--- config.mk ---
export PLATFORM = sky130hd
export DESIGN_NAME = fetch_ref_luma_ld_flat
export DESIGN_NICKNAME = d
export VERILOG_FILES = /design/src/rtl/fetch_ref_luma_ld_pkg.sv /design/src/rtl/fetch_ref_luma_ld_if.sv /design/src/rtl/fetch_ref_pad.sv /design/src/rtl/fetch_ref_luma_ld.sv /design/src/flat_wrapper.sv
export SDC_FILE = /design/constraint.sdc
export NUM_CORES = 2
export LEC_CHECK = 0
export CORE_AREA = 3 3 356 358
export DETAILED_ROUTE_END_ITERATION = 8
export DIE_AREA = 0 0 359 361
export PLACE_DENSITY = 0.66
export SYNTH_ARGS = -nofsm -noshare
export SYNTH_HDL_FRONTEND = slang
export SYNTH_SLANG_ARGS = --single-unit
--- constraint.sdc ---
create_clock -name clk -period 5.03 [get_ports clk]
set_input_delay 1.006 -clock clk [delete_from_list [all_inputs] [get_ports clk]]
set_output_delay 1.006 -clock clk [all_outputs]
set_load 0.05 [all_outputs]
--- src/rtl/fetch_ref_luma_ld_pkg.sv ---
// Shared geometry, row/beat types and FSM encoding for the reference-luma loader.
package fetch_ref_luma_ld_pkg;
    localparam int PIXEL_WIDTH        = 8;
    localparam int BUS_PELS           = 16;
    localparam int FETCH_REF_ROW_PELS = 96;
    localparam int FETCH_REF_ROWS     = 80;
    localparam int FETCH_PAD_PELS     = 16;
    localparam int BEATS_PER_ROW      = FETCH_REF_ROW_PELS / BUS_PELS;
    localparam int BEAT_W             = BUS_PELS * PIXEL_WIDTH;
    localparam int ROW_W              = FETCH_REF_ROW_PELS * PIXEL_WIDTH;

    // Pixel 0 sits at the highest index so it lands in the MSBs.
    typedef logic [BUS_PELS-1:0][PIXEL_WIDTH-1:0]           beat_t;
    typedef logic [FETCH_REF_ROW_PELS-1:0][PIXEL_WIDTH-1:0] row_t;
    typedef logic [6:0] row_addr_t;
    typedef logic [2:0] beat_cnt_t;

    typedef enum logic [1:0] {
        ST_IDLE = 2'd0,
        ST_LOAD = 2'd1,
        ST_DONE = 2'd2
    } state_e;
endpackage

--- src/rtl/fetch_ref_luma_ld_if.sv ---
// Control, read-bus and row-write signals between the loader and its neighbours.
interface fetch_ref_luma_ld_if;
    import fetch_ref_luma_ld_pkg::*;

    logic      load_start_i;
    logic      pad_left_i;
    logic      pad_right_i;
    logic      bus_valid_i;
    beat_t     bus_data_i;
    logic      bus_ready_o;
    logic      ext_load_valid_o;
    row_addr_t ext_load_addr_o;
    row_t      ext_load_data_o;
    logic      ext_load_done_o;
    logic      busy_o;

    modport master (
        output load_start_i, pad_left_i, pad_right_i, bus_valid_i, bus_data_i,
        input  bus_ready_o, ext_load_valid_o, ext_load_addr_o, ext_load_data_o,
               ext_load_done_o, busy_o
    );

    modport slave (
        input  load_start_i, pad_left_i, pad_right_i, bus_valid_i, bus_data_i,
        output bus_ready_o, ext_load_valid_o, ext_load_addr_o, ext_load_data_o,
               ext_load_done_o, busy_o
    );
endinterface

--- src/rtl/fetch_ref_pad.sv ---
// Combinational picture-edge padding of one assembled row.
module fetch_ref_pad
    import fetch_ref_luma_ld_pkg::*;
(
    input  row_t row,
    input  logic pad_left,
    input  logic pad_right,
    output row_t padded
);
    // Pixel p lives at index ROW_PELS-1-p, so pixel 16 is index 79 and pixel 79 is index 16.
    localparam int LEFT_SRC  = FETCH_REF_ROW_PELS - 1 - FETCH_PAD_PELS;
    localparam int RIGHT_SRC = FETCH_PAD_PELS;

    for (genvar p = 0; p < FETCH_REF_ROW_PELS; p++) begin : g_pel
        localparam int IDX = FETCH_REF_ROW_PELS - 1 - p;
        if (p < FETCH_PAD_PELS) begin : g_left
            assign padded[IDX] = pad_left ? row[LEFT_SRC] : row[IDX];
        end else if (p >= FETCH_REF_ROW_PELS - FETCH_PAD_PELS) begin : g_right
            assign padded[IDX] = pad_right ? row[RIGHT_SRC] : row[IDX];
        end else begin : g_mid
            assign padded[IDX] = row[IDX];
        end
    end
endmodule

--- src/rtl/fetch_ref_luma_ld.sv ---
// Reference-luma window loader: packs 16-pel bus beats into padded 96-pel rows
// and writes them to the ping-pong buffer, pulsing done after the last row.
module fetch_ref_luma_ld
    import fetch_ref_luma_ld_pkg::*;
(
    input logic                clk,
    input logic                rst,
    fetch_ref_luma_ld_if.slave ld
);
    state_e    state, state_nx;
    beat_cnt_t beat_cnt;
    beat_cnt_t slot;
    row_addr_t row_cnt;
    logic      pad_left, pad_right;
    logic [BEATS_PER_ROW-1:0][BEAT_W-1:0] asm_row;
    row_t      row_full, row_padded;
    logic      out_vld;
    row_addr_t out_addr;
    row_t      out_row;
    logic      done_q;
    logic      start_ok, accept, row_end, win_end;

    // A start landing on the done-pulse cycle is still inside the busy window.
    assign start_ok = (state == ST_IDLE) && ld.load_start_i && !done_q;
    assign accept   = (state == ST_LOAD) && ld.bus_valid_i;
    assign row_end  = accept && (beat_cnt == beat_cnt_t'(BEATS_PER_ROW - 1));
    assign win_end  = row_end && (row_cnt == row_addr_t'(FETCH_REF_ROWS - 1));
    assign slot     = beat_cnt_t'(BEATS_PER_ROW - 1) - beat_cnt;

    // The completing beat bypasses the assembly register so the strobe follows in one cycle.
    assign row_full = {asm_row[BEATS_PER_ROW-1:1], ld.bus_data_i};

    fetch_ref_pad u_pad (
        .row       (row_full),
        .pad_left  (pad_left),
        .pad_right (pad_right),
        .padded    (row_padded)
    );

    always_ff @(posedge clk) begin
        if (rst) state <= ST_IDLE;
        else     state <= state_nx;
    end

    always_comb begin
        state_nx = state;
        unique case (state)
            ST_IDLE: if (start_ok) state_nx = ST_LOAD;
            ST_LOAD: if (win_end)  state_nx = ST_DONE;
            ST_DONE: state_nx = ST_IDLE;
            default: state_nx = ST_IDLE;
        endcase
    end

    always_ff @(posedge clk) begin
        if (rst) begin
            beat_cnt  <= '0;
            row_cnt   <= '0;
            pad_left  <= 1'b0;
            pad_right <= 1'b0;
            asm_row   <= '0;
            out_vld   <= 1'b0;
            out_addr  <= '0;
            out_row   <= '0;
            done_q    <= 1'b0;
        end else begin
            out_vld <= row_end;
            done_q  <= (state == ST_DONE);
            if (start_ok) begin
                pad_left  <= ld.pad_left_i;
                pad_right <= ld.pad_right_i;
                beat_cnt  <= '0;
                row_cnt   <= '0;
            end
            if (accept) begin
                asm_row[slot] <= ld.bus_data_i;
                beat_cnt      <= row_end ? '0 : beat_cnt + 3'd1;
            end
            if (row_end) begin
                row_cnt  <= row_cnt + 7'd1;
                out_addr <= row_cnt;
                out_row  <= row_padded;
            end
        end
    end

    assign ld.bus_ready_o      = (state == ST_LOAD);
    assign ld.ext_load_valid_o = out_vld;
    assign ld.ext_load_addr_o  = out_addr;
    assign ld.ext_load_data_o  = out_row;
    assign ld.ext_load_done_o  = done_q;
    assign ld.busy_o           = (state != ST_IDLE) || done_q;
endmodule

--- src/flat_wrapper.sv ---
// flat-port wrapper written by rule: the top's interface ports become plain ports
module fetch_ref_luma_ld_flat import fetch_ref_luma_ld_pkg::*;
  (clk, rst, ld_load_start_i, ld_pad_left_i, ld_pad_right_i, ld_bus_valid_i, ld_bus_data_i, ld_bus_ready_o, ld_ext_load_valid_o, ld_ext_load_addr_o, ld_ext_load_data_o, ld_ext_load_done_o, ld_busy_o);
  fetch_ref_luma_ld_if ld_i ();
  input logic clk;
  input logic rst;
  input wire logic [$bits(ld_i.load_start_i)-1:0] ld_load_start_i;
  input wire logic [$bits(ld_i.pad_left_i)-1:0] ld_pad_left_i;
  input wire logic [$bits(ld_i.pad_right_i)-1:0] ld_pad_right_i;
  input wire logic [$bits(ld_i.bus_valid_i)-1:0] ld_bus_valid_i;
  input wire logic [$bits(ld_i.bus_data_i)-1:0] ld_bus_data_i;
  output wire logic [$bits(ld_i.bus_ready_o)-1:0] ld_bus_ready_o;
  output wire logic [$bits(ld_i.ext_load_valid_o)-1:0] ld_ext_load_valid_o;
  output wire logic [$bits(ld_i.ext_load_addr_o)-1:0] ld_ext_load_addr_o;
  output wire logic [$bits(ld_i.ext_load_data_o)-1:0] ld_ext_load_data_o;
  output wire logic [$bits(ld_i.ext_load_done_o)-1:0] ld_ext_load_done_o;
  output wire logic [$bits(ld_i.busy_o)-1:0] ld_busy_o;
  assign ld_i.load_start_i = ld_load_start_i;
  assign ld_i.pad_left_i = ld_pad_left_i;
  assign ld_i.pad_right_i = ld_pad_right_i;
  assign ld_i.bus_valid_i = ld_bus_valid_i;
  assign ld_i.bus_data_i = ld_bus_data_i;
  assign ld_bus_ready_o = ld_i.bus_ready_o;
  assign ld_ext_load_valid_o = ld_i.ext_load_valid_o;
  assign ld_ext_load_addr_o = ld_i.ext_load_addr_o;
  assign ld_ext_load_data_o = ld_i.ext_load_data_o;
  assign ld_ext_load_done_o = ld_i.ext_load_done_o;
  assign ld_busy_o = ld_i.busy_o;
  fetch_ref_luma_ld u_core (.clk(clk), .rst(rst), .ld(ld_i));
endmodule
Word level (Yosys, flattened, before mapping)
Cells that the tools add are included.
Widths: inputs -> output; s select.
Cells by class
  add/subtract/negate cells: 3
  multiply operators: 0
  divide/modulo/power cells: 0
  $lt $le $gt $ge: 2
  equal/unequal tests: 6
  shifts and indexed selects: 0
  mux-type cells: 43
  bitwise operators: 0
  reductions and logical operators: 13
Operator list (number)
  $bwmux 768: 1
  $demux 128 s3: 1
  $mux 8: 32
  $mux 128: 1
  $mux 7: 2
  $mux 3: 3
  $add 7x1->7 const B: 1
  $eq 7x7->1 const B: 1
  $logic_and 1x1->1: 6
  $reduce_bool 2->1: 3
  $lt 3x4->1 const B: 1
  $mux 2: 2
  $ne 2x1->1 const B: 2
  $pmux 2 s2: 1
  $add 3x1->3 const B: 1
  $eq 3x3->1 const B: 1
  $ge 3x1->1 const B: 1
  $sub 3x3->3 const A: 1
  $eq 2x1->1 const B: 1
  $eq 2x2->1 const B: 1
  $logic_not 2->1: 1
  $reduce_and 2->1: 1
  $logic_not 1->1: 1
  $logic_or 1x1->1: 1
Storage, ports and cells
  register bits after elaboration: 1559
  bits in latches: 0
  bits in writable memories: 0
  ROM bits: 0
  output and inout port bits: 779
  logic and storage cells: 177
  memories: 0

Depth between registers and ports, before layout
  depth after elaboration: 6
  depth in mapped cells: 8

Hierarchy
Synthesis repeated with hierarchy kept, for this count alone.
Unflattened totals
  cells, all modules: 7161
  area, all modules: 60845.9 um2
Modules (own cells, without submodules)
  fetch_ref_luma_ld: instances 1, cells an instance 6349, area each 53704.0 um2, seq. area each 28647.5 um2
  fetch_ref_pad: instances 1, cells an instance 812, area each 7141.8 um2, seq. area each 0.0 um2

Worst setup path before layout
Ideal clock, no wire load.
  path kind: input -> register
  from: input ld_bus_valid_i
  to: register u_core.row_cnt[6]
  data arrival time: 2046 ps
  required time: 4909 ps
  slack: 2863 ps
  stages: 5
  buffers on the path: 2
  cell sequence: nand2_2 > buf_2 > buf_2 > nor4_1 > mux2_2
Between the ends
  longest elaborated chain between the ends: 3
Ends and longest elaborated chain
  from (decl): line flat_wrapper.sv:10  | input wire logic [$bits(ld_i.bus_valid_i)-1:0] ld_bus_valid_i;
  $logic_and 1x1->1 (*): line fetch_ref_luma_ld.sv:25  | assign accept = (state == ST_LOAD) && ld.bus_valid_i;
  $logic_and 1x1->1 (*): line fetch_ref_luma_ld.sv:26  | assign row_end = accept && (beat_cnt == beat_cnt_t'(BEATS_PER_ROW - 1));
  $mux 7 / $reduce_bool 2->1 (equally long branches)
  to (signal assigned): line fetch_ref_luma_ld.sv:80  | row_cnt <= row_cnt + 7'd1;
  to (decl): line fetch_ref_luma_ld.sv:13  | row_addr_t row_cnt;
Mark *: on every way between the ends. The rest lies on a longest branch, timed or not.
A chain may end at the register's enable or synchronous reset.

Worst setup path in the final report
  from: register u_core.state[0]
  to: output ld_bus_ready_o
Between the ends
  longest elaborated chain between the ends: 1
Ends and longest elaborated chain
  from (decl): line fetch_ref_luma_ld.sv:10  | state_e state, state_nx;
  from (signal assigned): line fetch_ref_luma_ld.sv:42  | else state <= state_nx;
  $eq 2x1->1: line fetch_ref_luma_ld.sv:87  | assign ld.bus_ready_o = (state == ST_LOAD);
  to (decl): line flat_wrapper.sv:12  | output wire logic [$bits(ld_i.bus_ready_o)-1:0] ld_bus_ready_o;
Every way passes these cells.

==> summary.md <==
| Metric | Value |
|---|---|
| VDD IR max | `0.000309 V` |
| RSZ-0062 raised after global routing | `false` |
| Post-synth cell types | `43` |
| PwrDens | `347 nW/um^2` |
| Ys Warns | `0` |
| Initial Util | `44.5%` |
| Post-route DRC | `0` |
| Syn Area/Cell | `8.62 um^2` |
| Largest net degree at the start of global routing | `224` |
| CTS H-tree depth | `4` |
| Prevailing post-synth register cell | `dfxtp_1` |
| Final TNS setup | `0 ps` |
| Core area | `124000 um^2` |
| Status | `finished, final reports clean` |
| Setup Viol. Count Final | `0` |
| Synth area leaders | `dfxtp_1 52%, a21oi_1 11%, nand3_1 8.3%, o21ai_0 8.1%, mux2i_1 4.7%` |
| CP endpoint kind | `output pin` |
| DRT iter0 DRCs | `6633` |
| Num CTS Buffers | `151` |
| Synth cell count leaders | `1431 x dfxtp_1, 1163 x a21oi_1, 909 x nand3_1` |
| Max Freq | `272 MHz` |
| Clock slew at reported path FFs | `60 ps` |
| Vias in the first global route | `49000` |
| GRT Residual Overflow | `0` |
| Nets | `6942` |
| Area of the die | `130000 um^2` |
| DP HPWL | `142000 um` |
| Fin. Hold Viols | `0` |
| Worst slew margin | `12.0%` |
| Placer Congestion | `0.846` |
| WP data arrival | `2670 ps` |
| Gr usage total | `33.7%` |
| Worst Skew | `23.1 ps` |
| Synthesized Nets | `6517` |
| Max Slew Vio Count | `0` |
| Sequential area share after synthesis | `52.1%` |
| Dpl cells | `8290` |
| Hold WC Path Type | `flip-flop to flip-flop` |
| Clock buffer depth | `3` |
| DR vias | `53200` |
| Root buf cell | `clkbuf_16` |
| Layout cells sized above 1 | `5.37%` |
| Mapped Cells | `6381` |
| Post-synth ARST share | `0%` |
| Top cell family by delay on the critical path | `buffers and inverters` |
| # port buffers | `912` |
| Chip width | `359 um` |
| Worst path cell trace | `nand2b_1, inv_1, clkdlybuf4s50_1` |
| Post-CTS Setup Bufs | `0` |
| Post-synth EDFFs | `0` |
| Top-count cell post-synth | `dfxtp_1` |
| Hold Buf Count CTS | `0` |
| Die height | `361 um` |
| Antenna viol nets, final | `0` |
| Max Cap Violations | `0` |
| Per-cell routed wire length | `27.0 um` |
| Register bit count reported by yosys | `1431` |
| WL final | `232000 um` |
| Crit-path max FO | `12` |
| First-pass detailed-route iteration total | `6` |
| Critical path type | `flip-flop to output pin` |
| Slew @ Worst Pin | `1320 ps` |
| Crit start category | `flip-flop` |
| TritonCTS clock tree | `done` |
| Row cnt | `129` |
| I/O Pins | `913` |
| Buf/Inv on CP | `2` |
| Post-route minimum period | `3670 ps` |
| Skew-Pair Late Insertion Delay | `750 ps` |
| Yosys top cell area share | `52.1%` |
| Vias per inst | `6.21` |
| Final Instance Count excl. Fillers | `8566` |
| First-pass GRT wire length | `336000 um` |
| Clk sink count | `1431` |
| Max stage delay on crit path | `820 ps` |
| Antenna violations before repair | `13` |
| Post-synth top area cell | `dfxtp_1` |
| Area growth syn-to-layout | `26.7%` |
| P_leak | `22.6 nW` |
| Critical Path Slowest Stage Cell | `clkdlybuf4s50_1` |
| Worst path required time | `4020 ps` |
| Fin crit share | `73.0%` |
| Post-CTS Resized | `0` |
| Post-Syn Area | `55000 um^2` |
-- worst register-to-register path, delay by kind of cell, from the launching register on --
| family | cells | cell delay [ps] |
|---|---|---|
| buffers and inverters | 1 | 750 |
| AOI/OAI and AO/OA | 2 | 380 |
| DFF | 1 | 740 |
| and+or+nand+nor | 1 | 1030 |
-- final cells by class --
| type | instances | area (um^2) |
|---|---|---|
| fillers | 11200 | 53900 |
| flip-flops and latches | 1431 | 28700 |
| multi-input cells | 4209 | 23500 |
| repair buffers | 1011 | 10400 |
| clock buffers | 231 | 4610 |
| well taps | 1637 | 2050 |
| clock inverters | 40 | 519 |
| inverters | 2 | 15.0 |
| diodes | 5 | 12.5 |
-- per-layer routing --
layer / share of wire [%] / GRT usage (%) / up-vias / routed length [um]
li1: - / - / 23700 / -
met1: 39 / 42.9 / 26000 / 89900
met2: 44 / 50.6 / 2917 / 102000
met3: 10 / 9.34 / 632 / 23800
met4: 7.0 / 21.4 / 4 / 16300
met5: 0.012 / 0 / - / 28
-- stage by stage --
step / setup slack, ps / hold slack (ps) / util [%] / power [mW] / area, um^2
2_1_floorplan: 2860 / 435 / - / 12.3 / 55000
3_3_place_gp: 1330 / 442 / 52.2 / 12.9 / 64600
3_5_place_dp: 1270 / 447 / 52.2 / 12.9 / 64600
4_1_cts: 1320 / 453 / 56.4 / 24.3 / 69700
5_1_grt: 1250 / 468 / 56.4 / 24.9 / 69700
6_report: 1360 / 453 / 56.4 / 24.2 / 69700
-- flip-flops by register name, summed over array words and instances (netlist names) --
signal	cells
u_core.beat_cnt	3
u_core.ld.ext_load_done_o	1
u_core.pad_left	1
u_core.ld.ext_load_data_o	768
u_core.ld.ext_load_addr_o	7
u_core.state	2
u_core.ld.ext_load_valid_o	1
u_core.pad_right	1
u_core.asm_row	640
u_core.row_cnt	7
-- worst paths after layout --
kind,start,cells after the start,endpoint,slack (ps)
max,u_core.state[0],3,ld_bus_ready_o,1360
max reg2reg,u_core.state[1],4,u_core.asm_row[143],2050
min reg2reg,u_core.asm_row[279],2,u_core.ld.ext_load_data_o[279],450
min,u_core.asm_row[279],2,u_core.ld.ext_load_data_o[279],450
-- layout by cell type, fill, tap and decap left out, types with 3 or more instances in the layout --
cell and n:
nand2_2 14, dfxtp_1 1429, clkinv_2 19, bufinv_16 10, a31oi_1 5, nand2b_1 257, buf_12 42, o21ai_1 17
diode_2 5, mux2i_1 259, o21ai_0 887, nand4bb_4 3, inv_6 6, clkbuf_8 38, buf_4 57, nand4_1 3
clkbuf_1 35, clkbuf_16 158, clkdlybuf4s50_1 911, nand2_1 391, nor2_1 3, o211ai_1 5, a311oi_1 256, nand3_1 908
a21oi_1 1163
-- report_power, final --
part | internal, mW | switching [mW] | total [mW]
sequential | 11.4 | 0.0534 | 11.4
clock | 6.83 | 4.72 | 11.6
combinational | 0.289 | 0.933 | 1.22
total | 18.5 | 5.71 | 24.2
-- kinds of logic (layout without fill, tap and decap cells) --
| logic type | after synthesis | in the layout | share of synthesized area [%] |
|---|---|---|---|
| multiplexers | 260 | 260 | 4.73 |
| flip-flops | 1431 | 1431 | 52.1 |
| AO/OA/AOI/OAI | 2336 | 2336 | 23.1 |
| other | 0 | 5 | 0 |
| adder cells (fa/ha/maj) | 2 | 2 | 0.0455 |
| AND/OR/NAND/NOR | 1611 | 1611 | 14.5 |
| buffers and inverters | 741 | 1284 | 5.61 |
Note: power is estimated with default switching activity, not from simulation.
